==> src/rtl/itcm_port_arbiter_pkg.sv <==
// -----------------------------------------------------------------------------
// itcm_port_arbiter_pkg
//   Shared types and sizes for the ITCM port arbiter slice.
//   - ZCRV_ADDR_SIZE / ZCRV_INSTR_SIZE : core-wide address and instruction widths
//   - owner_e     : identifies which requester owns a RAM access / read response
//   - arb_state_e : arbitration FSM state encoding
// -----------------------------------------------------------------------------
package itcm_port_arbiter_pkg;

   localparam int ZCRV_ADDR_SIZE  = 32;
   localparam int ZCRV_INSTR_SIZE = 32;

   typedef enum logic [1:0] {
      OWN_NONE = 2'd0,
      OWN_IFU  = 2'd1,
      OWN_LSU  = 2'd2,
      OWN_DBG  = 2'd3
   } owner_e;

   typedef enum logic [1:0] {
      ARB_NORM  = 2'd0,
      ARB_BOOST = 2'd1,
      ARB_LOCK  = 2'd2
   } arb_state_e;

endpackage

==> src/rtl/itcm_port_arbiter_if.sv <==
// -----------------------------------------------------------------------------
// itcm_port_arbiter_if
//   Bundles the three requester ports (IFU, LSU, debug) and the ITCM macro
//   port seen by the arbiter.
//   Modports:
//     slave  : the arbiter (takes requests, drives grants/responses and ram_*)
//     master : the environment (requesters plus the ITCM macro)
//
//   Handshake: <x>_req is a per-cycle request with no holding obligation.
//   <x>_gnt high in the same cycle means the access was issued to the RAM in
//   that cycle; a write is complete at that point. For a granted read,
//   <x>_rvalid is high exactly one cycle later with <x>_rdata valid; rdata is
//   zero whenever rvalid is low. The IFU response is killed by ifu_flush in
//   its delivery cycle and is never replayed.
// -----------------------------------------------------------------------------
interface itcm_port_arbiter_if #(
   parameter int ADDR_W = itcm_port_arbiter_pkg::ZCRV_ADDR_SIZE,
   parameter int DATA_W = itcm_port_arbiter_pkg::ZCRV_INSTR_SIZE,
   parameter int RAM_AW = 14
);
   // IFU
   logic              ifu_req;
   logic [ADDR_W-1:0] ifu_addr;
   logic              ifu_flush;
   logic              ifu_gnt;
   logic              ifu_rvalid;
   logic [DATA_W-1:0] ifu_rdata;
   logic              ifu_stall;
   // LSU
   logic              lsu_req;
   logic              lsu_we;
   logic [3:0]        lsu_wmask;
   logic [ADDR_W-1:0] lsu_addr;
   logic [DATA_W-1:0] lsu_wdata;
   logic              lsu_gnt;
   logic              lsu_rvalid;
   logic [DATA_W-1:0] lsu_rdata;
   // Debug / boot loader
   logic              dbg_req;
   logic              dbg_we;
   logic [ADDR_W-1:0] dbg_addr;
   logic [DATA_W-1:0] dbg_wdata;
   logic              dbg_lock;
   logic              dbg_gnt;
   logic              dbg_rvalid;
   logic [DATA_W-1:0] dbg_rdata;
   // ITCM macro
   logic              ram_cs;
   logic              ram_we;
   logic [3:0]        ram_wmask;
   logic [RAM_AW-1:0] ram_addr;
   logic [DATA_W-1:0] ram_wdata;
   logic [DATA_W-1:0] ram_rdata;

   modport slave (
      input  ifu_req, ifu_addr, ifu_flush,
      output ifu_gnt, ifu_rvalid, ifu_rdata, ifu_stall,
      input  lsu_req, lsu_we, lsu_wmask, lsu_addr, lsu_wdata,
      output lsu_gnt, lsu_rvalid, lsu_rdata,
      input  dbg_req, dbg_we, dbg_addr, dbg_wdata, dbg_lock,
      output dbg_gnt, dbg_rvalid, dbg_rdata,
      output ram_cs, ram_we, ram_wmask, ram_addr, ram_wdata,
      input  ram_rdata
   );

   modport master (
      output ifu_req, ifu_addr, ifu_flush,
      input  ifu_gnt, ifu_rvalid, ifu_rdata, ifu_stall,
      output lsu_req, lsu_we, lsu_wmask, lsu_addr, lsu_wdata,
      input  lsu_gnt, lsu_rvalid, lsu_rdata,
      output dbg_req, dbg_we, dbg_addr, dbg_wdata, dbg_lock,
      input  dbg_gnt, dbg_rvalid, dbg_rdata,
      input  ram_cs, ram_we, ram_wmask, ram_addr, ram_wdata,
      output ram_rdata
   );

endinterface

==> src/rtl/itcm_port_arbiter_rsp_router.sv <==
// -----------------------------------------------------------------------------
// itcm_rsp_router
//   Remembers who owns the RAM read issued this cycle and steers the RAM read
//   data to that requester on the following cycle.
//   Ports:
//     clk, rst_n         : clock, asynchronous active-low reset
//     rd_owner           : owner of the read issued this cycle (OWN_NONE if none)
//     ifu_flush          : kills an IFU response in its delivery cycle
//     ram_rdata          : ITCM read data (valid the cycle after a read)
//     <x>_rvalid/<x>_rdata : per-requester response, rdata zero when not valid
// -----------------------------------------------------------------------------
module itcm_rsp_router
   import itcm_port_arbiter_pkg::*;
#(
   parameter int DATA_W = ZCRV_INSTR_SIZE
) (
   input  logic              clk,
   input  logic              rst_n,
   input  owner_e            rd_owner,
   input  logic              ifu_flush,
   input  logic [DATA_W-1:0] ram_rdata,
   output logic              ifu_rvalid,
   output logic [DATA_W-1:0] ifu_rdata,
   output logic              lsu_rvalid,
   output logic [DATA_W-1:0] lsu_rdata,
   output logic              dbg_rvalid,
   output logic [DATA_W-1:0] dbg_rdata
);

   owner_e rsp_owner;

   // Reset clears the pending owner, so a response in flight is discarded.
   always_ff @(posedge clk or negedge rst_n) begin
      if (!rst_n) begin
         rsp_owner <= OWN_NONE;
      end else begin
         rsp_owner <= rd_owner;
      end
   end

   always_comb begin
      ifu_rvalid = (rsp_owner == OWN_IFU) && !ifu_flush;
      lsu_rvalid = (rsp_owner == OWN_LSU);
      dbg_rvalid = (rsp_owner == OWN_DBG);
      ifu_rdata  = ifu_rvalid ? ram_rdata : '0;
      lsu_rdata  = lsu_rvalid ? ram_rdata : '0;
      dbg_rdata  = dbg_rvalid ? ram_rdata : '0;
   end

endmodule

==> src/rtl/itcm_port_arbiter.sv <==
// -----------------------------------------------------------------------------
// itcm_port_arbiter
//   Shares the single-port ITCM between IFU fetch, LSU and debug/boot loader.
//   One access per cycle; read responses return one cycle later to their owner.
//   Ports:
//     clk, rst_n  : clock, asynchronous active-low reset
//     bus         : itcm_port_arbiter_if.slave (requesters + ITCM macro)
//     arb_state   : current arbitration state (observation)
//     starve_cnt  : consecutive denied IFU cycles (observation)
//   Priorities: NORM dbg>lsu>ifu, BOOST dbg>ifu>lsu, LOCK dbg only.
// -----------------------------------------------------------------------------
module itcm_port_arbiter
   import itcm_port_arbiter_pkg::*;
#(
   parameter int ADDR_W     = ZCRV_ADDR_SIZE,
   parameter int DATA_W     = ZCRV_INSTR_SIZE,
   parameter int RAM_AW     = 14,
   parameter int STARVE_MAX = 4
) (
   input  logic                clk,
   input  logic                rst_n,
   itcm_port_arbiter_if.slave  bus,
   output arb_state_e          arb_state,
   output logic [3:0]          starve_cnt
);

   localparam logic [3:0] STARVE_LIM = 4'(STARVE_MAX);

   owner_e            win;
   owner_e            rd_owner;
   logic              ram_we_c;
   logic [3:0]        ram_wmask_c;
   logic [RAM_AW-1:0] ram_addr_c;
   logic [DATA_W-1:0] ram_wdata_c;
   logic [3:0]        starve_nxt;
   logic              ifu_gnt_c;
   logic              unused_addr_bits;

   // Only the word-address field of each requester address reaches the RAM.
   assign unused_addr_bits = ^{bus.ifu_addr[ADDR_W-1:RAM_AW+2], bus.ifu_addr[1:0],
                               bus.lsu_addr[ADDR_W-1:RAM_AW+2], bus.lsu_addr[1:0],
                               bus.dbg_addr[ADDR_W-1:RAM_AW+2], bus.dbg_addr[1:0]};

   // Winner selection. Grants are gated by rst_n so nothing is granted while
   // the block is held in reset.
   always_comb begin
      win = OWN_NONE;
      if (rst_n) begin
         unique case (arb_state)
            ARB_LOCK: begin
               if (bus.dbg_req) win = OWN_DBG;
            end
            ARB_BOOST: begin
               if      (bus.dbg_req) win = OWN_DBG;
               else if (bus.ifu_req) win = OWN_IFU;
               else if (bus.lsu_req) win = OWN_LSU;
            end
            default: begin
               if      (bus.dbg_req) win = OWN_DBG;
               else if (bus.lsu_req) win = OWN_LSU;
               else if (bus.ifu_req) win = OWN_IFU;
            end
         endcase
      end
   end

   // RAM command mux.
   always_comb begin
      ram_we_c    = 1'b0;
      ram_wmask_c = 4'b0000;
      ram_addr_c  = '0;
      ram_wdata_c = '0;
      unique case (win)
         OWN_IFU: begin
            ram_addr_c = bus.ifu_addr[RAM_AW+1:2];
         end
         OWN_LSU: begin
            ram_we_c    = bus.lsu_we;
            ram_wmask_c = bus.lsu_we ? bus.lsu_wmask : 4'b0000;
            ram_addr_c  = bus.lsu_addr[RAM_AW+1:2];
            ram_wdata_c = bus.lsu_wdata;
         end
         OWN_DBG: begin
            ram_we_c    = bus.dbg_we;
            ram_wmask_c = bus.dbg_we ? 4'b1111 : 4'b0000;
            ram_addr_c  = bus.dbg_addr[RAM_AW+1:2];
            ram_wdata_c = bus.dbg_wdata;
         end
         default: ;
      endcase
   end

   assign ifu_gnt_c     = (win == OWN_IFU);
   assign bus.ifu_gnt   = ifu_gnt_c;
   assign bus.lsu_gnt   = (win == OWN_LSU);
   assign bus.dbg_gnt   = (win == OWN_DBG);
   assign bus.ifu_stall = bus.ifu_req & ~ifu_gnt_c;
   assign bus.ram_cs    = (win != OWN_NONE);
   assign bus.ram_we    = ram_we_c;
   assign bus.ram_wmask = ram_wmask_c;
   assign bus.ram_addr  = ram_addr_c;
   assign bus.ram_wdata = ram_wdata_c;

   // Writes finish at grant, so only reads claim the response slot.
   assign rd_owner = ram_we_c ? OWN_NONE : win;

   // Starvation count for the next cycle. Leaving LOCK clears it so the IFU
   // does not inherit debt accumulated before the lock.
   always_comb begin
      starve_nxt = starve_cnt;
      if (ifu_gnt_c) begin
         starve_nxt = '0;
      end else if (arb_state == ARB_LOCK) begin
         if (!bus.dbg_lock) starve_nxt = '0;
      end else if (bus.ifu_req && starve_cnt < STARVE_LIM) begin
         starve_nxt = starve_cnt + 4'd1;
      end
   end

   // BOOST is entered on the edge where the count reaches the limit, so the
   // IFU wins the very next cycle after STARVE_MAX denials.
   always_ff @(posedge clk or negedge rst_n) begin
      if (!rst_n) begin
         arb_state  <= ARB_NORM;
         starve_cnt <= '0;
      end else begin
         starve_cnt <= starve_nxt;
         unique case (arb_state)
            ARB_NORM: begin
               if (bus.dbg_lock)                  arb_state <= ARB_LOCK;
               else if (starve_nxt == STARVE_LIM) arb_state <= ARB_BOOST;
            end
            ARB_BOOST: begin
               if (bus.dbg_lock)   arb_state <= ARB_LOCK;
               else if (ifu_gnt_c) arb_state <= ARB_NORM;
            end
            ARB_LOCK: begin
               if (!bus.dbg_lock) arb_state <= ARB_NORM;
            end
            default: arb_state <= ARB_NORM;
         endcase
      end
   end

   itcm_rsp_router #(.DATA_W(DATA_W)) u_rsp_router (
      .clk        (clk),
      .rst_n      (rst_n),
      .rd_owner   (rd_owner),
      .ifu_flush  (bus.ifu_flush),
      .ram_rdata  (bus.ram_rdata),
      .ifu_rvalid (bus.ifu_rvalid),
      .ifu_rdata  (bus.ifu_rdata),
      .lsu_rvalid (bus.lsu_rvalid),
      .lsu_rdata  (bus.lsu_rdata),
      .dbg_rvalid (bus.dbg_rvalid),
      .dbg_rdata  (bus.dbg_rdata)
   );

endmodule

==> src/flat_wrapper.sv <==
// flat-port wrapper written by rule: the top's interface ports become plain ports
module itcm_port_arbiter_flat import itcm_port_arbiter_pkg::*;
#(
   parameter int ADDR_W     = ZCRV_ADDR_SIZE,
   parameter int DATA_W     = ZCRV_INSTR_SIZE,
   parameter int RAM_AW     = 14,
   parameter int STARVE_MAX = 4
)
  (clk, rst_n, arb_state, starve_cnt, bus_ifu_req, bus_ifu_addr, bus_ifu_flush, bus_ifu_gnt, bus_ifu_rvalid, bus_ifu_rdata, bus_ifu_stall, bus_lsu_req, bus_lsu_we, bus_lsu_wmask, bus_lsu_addr, bus_lsu_wdata, bus_lsu_gnt, bus_lsu_rvalid, bus_lsu_rdata, bus_dbg_req, bus_dbg_we, bus_dbg_addr, bus_dbg_wdata, bus_dbg_lock, bus_dbg_gnt, bus_dbg_rvalid, bus_dbg_rdata, bus_ram_cs, bus_ram_we, bus_ram_wmask, bus_ram_addr, bus_ram_wdata, bus_ram_rdata);
  itcm_port_arbiter_if #(.ADDR_W(ADDR_W), .DATA_W(DATA_W), .RAM_AW(RAM_AW)) bus_i ();
  input  logic clk;
  input  logic rst_n;
  output arb_state_e arb_state;
  output logic [3:0] starve_cnt;
  input wire logic [$bits(bus_i.ifu_req)-1:0] bus_ifu_req;
  input wire logic [$bits(bus_i.ifu_addr)-1:0] bus_ifu_addr;
  input wire logic [$bits(bus_i.ifu_flush)-1:0] bus_ifu_flush;
  output wire logic [$bits(bus_i.ifu_gnt)-1:0] bus_ifu_gnt;
  output wire logic [$bits(bus_i.ifu_rvalid)-1:0] bus_ifu_rvalid;
  output wire logic [$bits(bus_i.ifu_rdata)-1:0] bus_ifu_rdata;
  output wire logic [$bits(bus_i.ifu_stall)-1:0] bus_ifu_stall;
  input wire logic [$bits(bus_i.lsu_req)-1:0] bus_lsu_req;
  input wire logic [$bits(bus_i.lsu_we)-1:0] bus_lsu_we;
  input wire logic [$bits(bus_i.lsu_wmask)-1:0] bus_lsu_wmask;
  input wire logic [$bits(bus_i.lsu_addr)-1:0] bus_lsu_addr;
  input wire logic [$bits(bus_i.lsu_wdata)-1:0] bus_lsu_wdata;
  output wire logic [$bits(bus_i.lsu_gnt)-1:0] bus_lsu_gnt;
  output wire logic [$bits(bus_i.lsu_rvalid)-1:0] bus_lsu_rvalid;
  output wire logic [$bits(bus_i.lsu_rdata)-1:0] bus_lsu_rdata;
  input wire logic [$bits(bus_i.dbg_req)-1:0] bus_dbg_req;
  input wire logic [$bits(bus_i.dbg_we)-1:0] bus_dbg_we;
  input wire logic [$bits(bus_i.dbg_addr)-1:0] bus_dbg_addr;
  input wire logic [$bits(bus_i.dbg_wdata)-1:0] bus_dbg_wdata;
  input wire logic [$bits(bus_i.dbg_lock)-1:0] bus_dbg_lock;
  output wire logic [$bits(bus_i.dbg_gnt)-1:0] bus_dbg_gnt;
  output wire logic [$bits(bus_i.dbg_rvalid)-1:0] bus_dbg_rvalid;
  output wire logic [$bits(bus_i.dbg_rdata)-1:0] bus_dbg_rdata;
  output wire logic [$bits(bus_i.ram_cs)-1:0] bus_ram_cs;
  output wire logic [$bits(bus_i.ram_we)-1:0] bus_ram_we;
  output wire logic [$bits(bus_i.ram_wmask)-1:0] bus_ram_wmask;
  output wire logic [$bits(bus_i.ram_addr)-1:0] bus_ram_addr;
  output wire logic [$bits(bus_i.ram_wdata)-1:0] bus_ram_wdata;
  input wire logic [$bits(bus_i.ram_rdata)-1:0] bus_ram_rdata;
  assign bus_i.ifu_req = bus_ifu_req;
  assign bus_i.ifu_addr = bus_ifu_addr;
  assign bus_i.ifu_flush = bus_ifu_flush;
  assign bus_ifu_gnt = bus_i.ifu_gnt;
  assign bus_ifu_rvalid = bus_i.ifu_rvalid;
  assign bus_ifu_rdata = bus_i.ifu_rdata;
  assign bus_ifu_stall = bus_i.ifu_stall;
  assign bus_i.lsu_req = bus_lsu_req;
  assign bus_i.lsu_we = bus_lsu_we;
  assign bus_i.lsu_wmask = bus_lsu_wmask;
  assign bus_i.lsu_addr = bus_lsu_addr;
  assign bus_i.lsu_wdata = bus_lsu_wdata;
  assign bus_lsu_gnt = bus_i.lsu_gnt;
  assign bus_lsu_rvalid = bus_i.lsu_rvalid;
  assign bus_lsu_rdata = bus_i.lsu_rdata;
  assign bus_i.dbg_req = bus_dbg_req;
  assign bus_i.dbg_we = bus_dbg_we;
  assign bus_i.dbg_addr = bus_dbg_addr;
  assign bus_i.dbg_wdata = bus_dbg_wdata;
  assign bus_i.dbg_lock = bus_dbg_lock;
  assign bus_dbg_gnt = bus_i.dbg_gnt;
  assign bus_dbg_rvalid = bus_i.dbg_rvalid;
  assign bus_dbg_rdata = bus_i.dbg_rdata;
  assign bus_ram_cs = bus_i.ram_cs;
  assign bus_ram_we = bus_i.ram_we;
  assign bus_ram_wmask = bus_i.ram_wmask;
  assign bus_ram_addr = bus_i.ram_addr;
  assign bus_ram_wdata = bus_i.ram_wdata;
  assign bus_i.ram_rdata = bus_ram_rdata;
  itcm_port_arbiter #(.ADDR_W(ADDR_W), .DATA_W(DATA_W), .RAM_AW(RAM_AW), .STARVE_MAX(STARVE_MAX)) u_core (.clk(clk), .rst_n(rst_n), .bus(bus_i), .arb_state(arb_state), .starve_cnt(starve_cnt));
endmodule
==> config.mk <==
export PLATFORM = sky130hd
export DESIGN_NAME = itcm_port_arbiter_flat
export DESIGN_NICKNAME = d
export VERILOG_FILES = /design/src/rtl/itcm_port_arbiter_pkg.sv /design/src/rtl/itcm_port_arbiter_if.sv /design/src/rtl/itcm_port_arbiter_rsp_router.sv /design/src/rtl/itcm_port_arbiter.sv /design/src/flat_wrapper.sv
export SDC_FILE = /design/constraint.sdc
export NUM_CORES = 1
export LEC_CHECK = 0
export ABC_AREA = 1
export CORE_AREA = 2 2 143 145
export CTS_CLUSTER_DIAMETER = 50
export CTS_CLUSTER_SIZE = 25
export DETAILED_ROUTE_END_ITERATION = 10
export DIE_AREA = 0 0 145 147
export PLACE_DENSITY_LB_ADDON = 0.2
export SYNTH_ARGS = -nofsm -noshare
export SYNTH_HDL_FRONTEND = slang
export SYNTH_SLANG_ARGS = --single-unit
==> constraint.sdc <==
create_clock -name clk -period 3.1 [get_ports clk]
set_clock_uncertainty 0.2 [all_clocks]
set_input_delay 0.465 -clock clk [delete_from_list [all_inputs] [get_ports clk]]
set_output_delay 0.465 -clock clk [all_outputs]
set_load 0.03 [all_outputs]
Word-level counts from Yosys, hierarchy flattened
Cells that the tools add are included.
{ "totals": {"mem_bits_rw": 0, "wordCells": 54, "n_memories": 0, "out_inout_bits": 161, "regBits": 8, "rom_bits": 0, "latch_bits": 0, "inputBits": 205} }
{ "op_classes": {"bitwise_logic": 2, "muxes": 29, "div_mod_pow": 0, "eq_ne": 12, "n_reduce_logical": 6, "shift": 0, "addsub": 1, "mul": 0, "n_lt_le_gt_ge": 1} }
{ "ops": {"columns": ["operator", "n"], "rows": [
  ["$mux W32", 3],
  ["$pmux W32 S2", 1],
  ["$pmux W14 S3", 1],
  ["$mux W2", 13],
  ["$mux W4", 6],
  ["$eq A2 B2 Y1 const B", 5],
  ["$pmux W4 S2", 1],
  ["$eq A2 B1 Y1 const B", 3],
  ["$ne A3 B2 Y1 const B", 2],
  ["$pmux W2 S3", 1],
  ["$add A4 B1 Y4 const B", 1],
  ["$eq A4 B3 Y1 const B", 1],
  ["$lt A4 B3 Y1 const B", 1],
  ["$pmux W2 S2", 1],
  ["$reduce_and A3 Y1", 1],
  ["$logic_and A1 B1 Y1", 2],
  ["$logic_not A2 Y1", 1],
  ["$ne A2 B2 Y1 const B", 1],
  ["$pmux W1 S2", 1],
  ["$reduce_bool A2 Y1", 1],
  ["$and A1 B1 Y1", 1],
  ["$logic_not A1 Y1", 1],
  ["$mux W1", 1],
  ["$not A1 Y1", 1]
]} }

Longest topological paths before layout
{ "depth": {"ltp_word": 11, "depth_mapped": 13, "mapped_depth_nobuf": 13} }

Hierarchy
A second synthesis with hierarchy kept.
{ "unflattened": {"cells_unflattened": 340, "area_unflattened_um2": 1780.5} }
{ "by_module_without_submodules": {"columns": ["mod", "cells_per_inst", "instances", "seq_area_each_um2", "area_each_um2"], "rows": [
  ["itcm_port_arbiter", 193, 1, 150.1, 1149.9],
  ["itcm_rsp_router", 147, 1, 50.0, 630.6]
]} }

Worst setup path before layout
OpenSTA, ideal clock, no wires.
{ "synth_timing": {"kind": "flip-flop to output port", "start": "register u_core.arb_state[0]", "end": "output port bus_ram_wmask[0]", "slack_ns": 0.073, "arrival_time_ns": 2.362, "stages_incl_launch_ff": 12, "n_path_buf": 1, "required_ns": 2.435, "path_cell_list": "dfrtp_1 -> inv_1 -> ha_1 -> nor2_1 -> a21boi_1 -> nand2_4 -> nor2_4 -> buf_4 -> nand2_1 -> nand2_1 -> inv_2 -> nor2_1"} }
{ "synth_between": {"elab_chain_len": 5, "word_cells_on_any_way": 7, "classes_between": "eq/ne: 4; mux: 3"} }
{ "synth_lines": {"columns": ["item", "line_no", "source"], "rows": [
  ["start, declared", "itcm_port_arbiter.sv:23", "output arb_state_e arb_state,"],
  ["start signal, assigned", "itcm_port_arbiter.sv:124", "arb_state <= ARB_NORM;"],
  ["start signal, assigned", "itcm_port_arbiter.sv:130", "if (bus.dbg_lock) arb_state <= ARB_LOCK;"],
  ["start signal, assigned", "itcm_port_arbiter.sv:131", "else if (starve_nxt == STARVE_LIM) arb_state <= ARB_BOOST;"],
  ["$eq A2 B1 Y1 or $eq A2 B2 Y1 (tied branches)", "itcm_port_arbiter.sv:49", "unique case (arb_state)"],
  ["$pmux W2 S2 *", "itcm_port_arbiter.sv:49", null],
  ["$mux W2 *", "itcm_port_arbiter.sv:48", "if (rst_n) begin"],
  ["$eq A2 B2 Y1", "itcm_port_arbiter.sv:73", "unique case (win)"],
  ["$pmux W4 S2 *", "itcm_port_arbiter.sv:73", null],
  ["end, declared", "flat_wrapper.sv:40", "output wire logic [$bits(bus_i.ram_wmask)-1:0] bus_ram_wmask;"]
]} }
Mark *: on every way between the ends. The rest lies on a longest branch, timed or not.

Worst setup path in the final report
{ "layout_timing": {"start": "register u_core.arb_state[0]", "end": "output port bus_ram_wmask[1]"} }
Same word-level chain as after synthesis.

==> results.json <==
{
  "slowest_stage": "dfrtp_1",
  "rsz0062_at_grt": "no",
  "pre_cts_slack_ns": 0.116,
  "cts.htree.levels": 1,
  "grt_max_degree": 33,
  "critPathBufInv": 4,
  "min_period_ns": 2.88,
  "ff2ff_path_depth": 11,
  "cts_tree": "built",
  "cts_max_path_buffers": 2,
  "synth_cells": 343,
  "ios": 366,
  "viasPerCell": 3.67,
  "slew_violations": 0,
  "peakVddDrop_uv": 346,
  "crit_family": "simple AND/OR/NAND/NOR gates",
  "grt_pass1_vias": 3449,
  "max_cap_viol_count": 0,
  "yosysTopAreaCell": "nor2_1",
  "port_buffers": 311,
  "synth_nets": 552,
  "async_flop_share_pct": 100,
  "final_cells": 927,
  "worstMarginPinSlew_ns": 0.351,
  "finalSetupTns_ns": 0,
  "rows": 52,
  "critPathMaxFanout": 23,
  "synth-seq-cells": 8,
  "register_area_um2": 200,
  "avgSynthCellArea_um2": 5.20,
  "fin_crit_sh_pct": 92.9,
  "seq_area_frac_synth_pct": 11.2,
  "dp_cells": 920,
  "p_leak_uw": 0.00247,
  "startpoint_type": "flop",
  "start_util_pct": 8.98,
  "netlist_area_mm2": 0.00178,
  "cts_buffers": 3,
  "place_area_mm2": 0.00513,
  "outcome": "completed",
  "worst_slew_margin_rel_pct": 76.5,
  "globalRouteOverflowTotal": 0,
  "path_depth": 12,
  "multi_input_area_mm2": 0.00126,
  "crit_path_cell_trace": "inv_1 > ha_1 > nor2_1 > a21boi_1 > nand2_4 > nor2_4 > buf_12 > nand2_1 > nand2_1 > inv_2 > nor2_1 > buf_4",
  "yosysWarnings": 0,
  "core_mm2": 0.0198,
  "required_ns": 2.43,
  "vias": 3398,
  "drtIter0Drc": 64,
  "synth-edff-count": 0,
  "cts_sinks": 8,
  "dominantRegCellSynth": "dfrtp_1",
  "dp_hpwl_um": 9920,
  "antenna_found_initial": 1,
  "grt_pass1_wl_um": 17400,
  "grt_usage_pct": 9.84,
  "setup_viol": 0,
  "min_path_type": "primary input to asynchronous set/reset pin",
  "synth_area_leaders": "nor2_1 24%, a22o_1 16%, nand2_1 15%, dfrtp_1 11%, inv_1 11%",
  "drive_gt1_share_pct": 18.6,
  "layout.nets": 867,
  "insertion_delay_ns": 0.23,
  "dieHeight_um": 147,
  "first_pass_iters": 6,
  "cpPeakStageDelay_ns": 0.38,
  "max_freq_mhz": 347,
  "gp_congestion": 0.880,
  "powerDensity_mw_per_mm2": 594,
  "final_antenna_net_count": 0,
  "cts.clk_slew.worst_paths_ns": 0.04,
  "hold_viol": 0,
  "cts_root_buffer": "clkbuf_16",
  "cp.arrival_ns": 2.22,
  "final_area_mm2": 0.00525,
  "drc": 0,
  "cp-end-kind": "output pin",
  "setup_slack_ns": 0.219,
  "crit_type": "flop to output pin",
  "yosysUniqueCellTypes": 22,
  "synth_most_common_cell": "nor2_1",
  "finalWirelength_um": 11300,
  "synthTopCellsByCount": "116 x nor2_1, 70 x nand2_1, 52 x inv_1, 32 x a22o_1, 18 x nand3_1",
  "die_area_mm2": 0.0213,
  "wl_per_cell_um": 12.2,
  "synth.top_cell.area_share_pct": 24.4,
  "area_growth_pct": 194,
  "nFillCells": 2176,
  "die_w_um": 145
}
## logic make-up (layout without fill, tap and decap cells)
family                     Yosys count  after routing  synth area share, %
DFF                                  8              8                 11.2
buffers and inverters               76            389                 18.5
AOI/OAI and AO/OA                   40             40                 18.4
other                                0              1                    0
and+or+nand+nor                    215            215                 49.1
adders and majority gates            4              4                 2.81
## stage by stage
stage	power, uW	hold WS [ns]	utilization, %
2_1_floorplan	1700	-0.0306	-
3_3_place_gp	2900	0.354	25.8
3_5_place_dp	2900	0.368	25.8
4_1_cts	3130	0.347	26.2
5_1_grt	3320	0.355	26.5
6_report	3120	0.339	26.5
## cell usage in the layout, fill, tap and decap left out, drive strengths merged
cell / instances
dfrtp: 8
nor3: 2
nand3b: 1
diode: 1
o211ai: 1
inv: 56
o21ai: 1
nand3: 18
a21oi: 4
nand4: 3
clkbuf: 3
nor2: 119
buf: 107
ha: 4
clkdlybuf4s50: 223
a22o: 32
nand2: 72
a21boi: 2
## final cells by class
type | instances | area share, %
Inverter | 56 | 4.00
Tap cell | 270 | 6.43
Multi-Input combinational cell | 259 | 24.0
Antenna cell | 1 | 0.0477
Timing Repair Buffer | 330 | 60.3
Sequential cell | 8 | 3.81
Clock buffer | 3 | 1.43
## path summary, 6_finish.rpt
check                               startpoint                          endpoint  slack, ns
setup / recovery           u_core.arb_state[0]                  bus_ram_wmask[1]       0.22
hold / removal                           rst_n  u_core.u_rsp_router.rsp_owner[0]       0.34
setup reg to reg           u_core.arb_state[0]  u_core.u_rsp_router.rsp_owner[1]       0.97
hold reg to reg            u_core.arb_state[1]               u_core.arb_state[1]       0.37
max in group asynchronous                rst_n               u_core.arb_state[1]       2.21
min in group clk           u_core.arb_state[1]               u_core.arb_state[1]       0.37
## routing by layer
layer / part of all wire, % / routed length [um] / up-vias / global-route usage (%)
li1: - / - / 1685 / -
met1: 37 / 4130 / 1487 / 10.1
met2: 52 / 5870 / 216 / 19.5
met3: 9.6 / 1090 / 10 / 2.83
met4: 1.7 / 190 / 0 / 2.62
met5: 0 / 0 / - / 0
## what timing repair did
item	CTS	global route
setup endpoints to repair	0	30
setup buffers	0	3
resized for setup	0	4
hold buffers	0	0
## state kept, by name, indices dropped and copies added (netlist names)
signal and cells:
u_core.u_rsp_router.rsp_owner 2, u_core.starve_cnt 4, u_core.arb_state 2
## report_power, final
| part | leakage [uW] | total (uW) | internal (uW) | switching (uW) |
|---|---|---|---|---|
| Combinational | 0.00233 | 2730 | 1130 | 1610 |
| Sequential | 0.000106 | 164 | 134 | 30.2 |
| Clock | 0.0000370 | 220 | 167 | 53.5 |
Note: power is estimated with default switching activity, not from simulation.
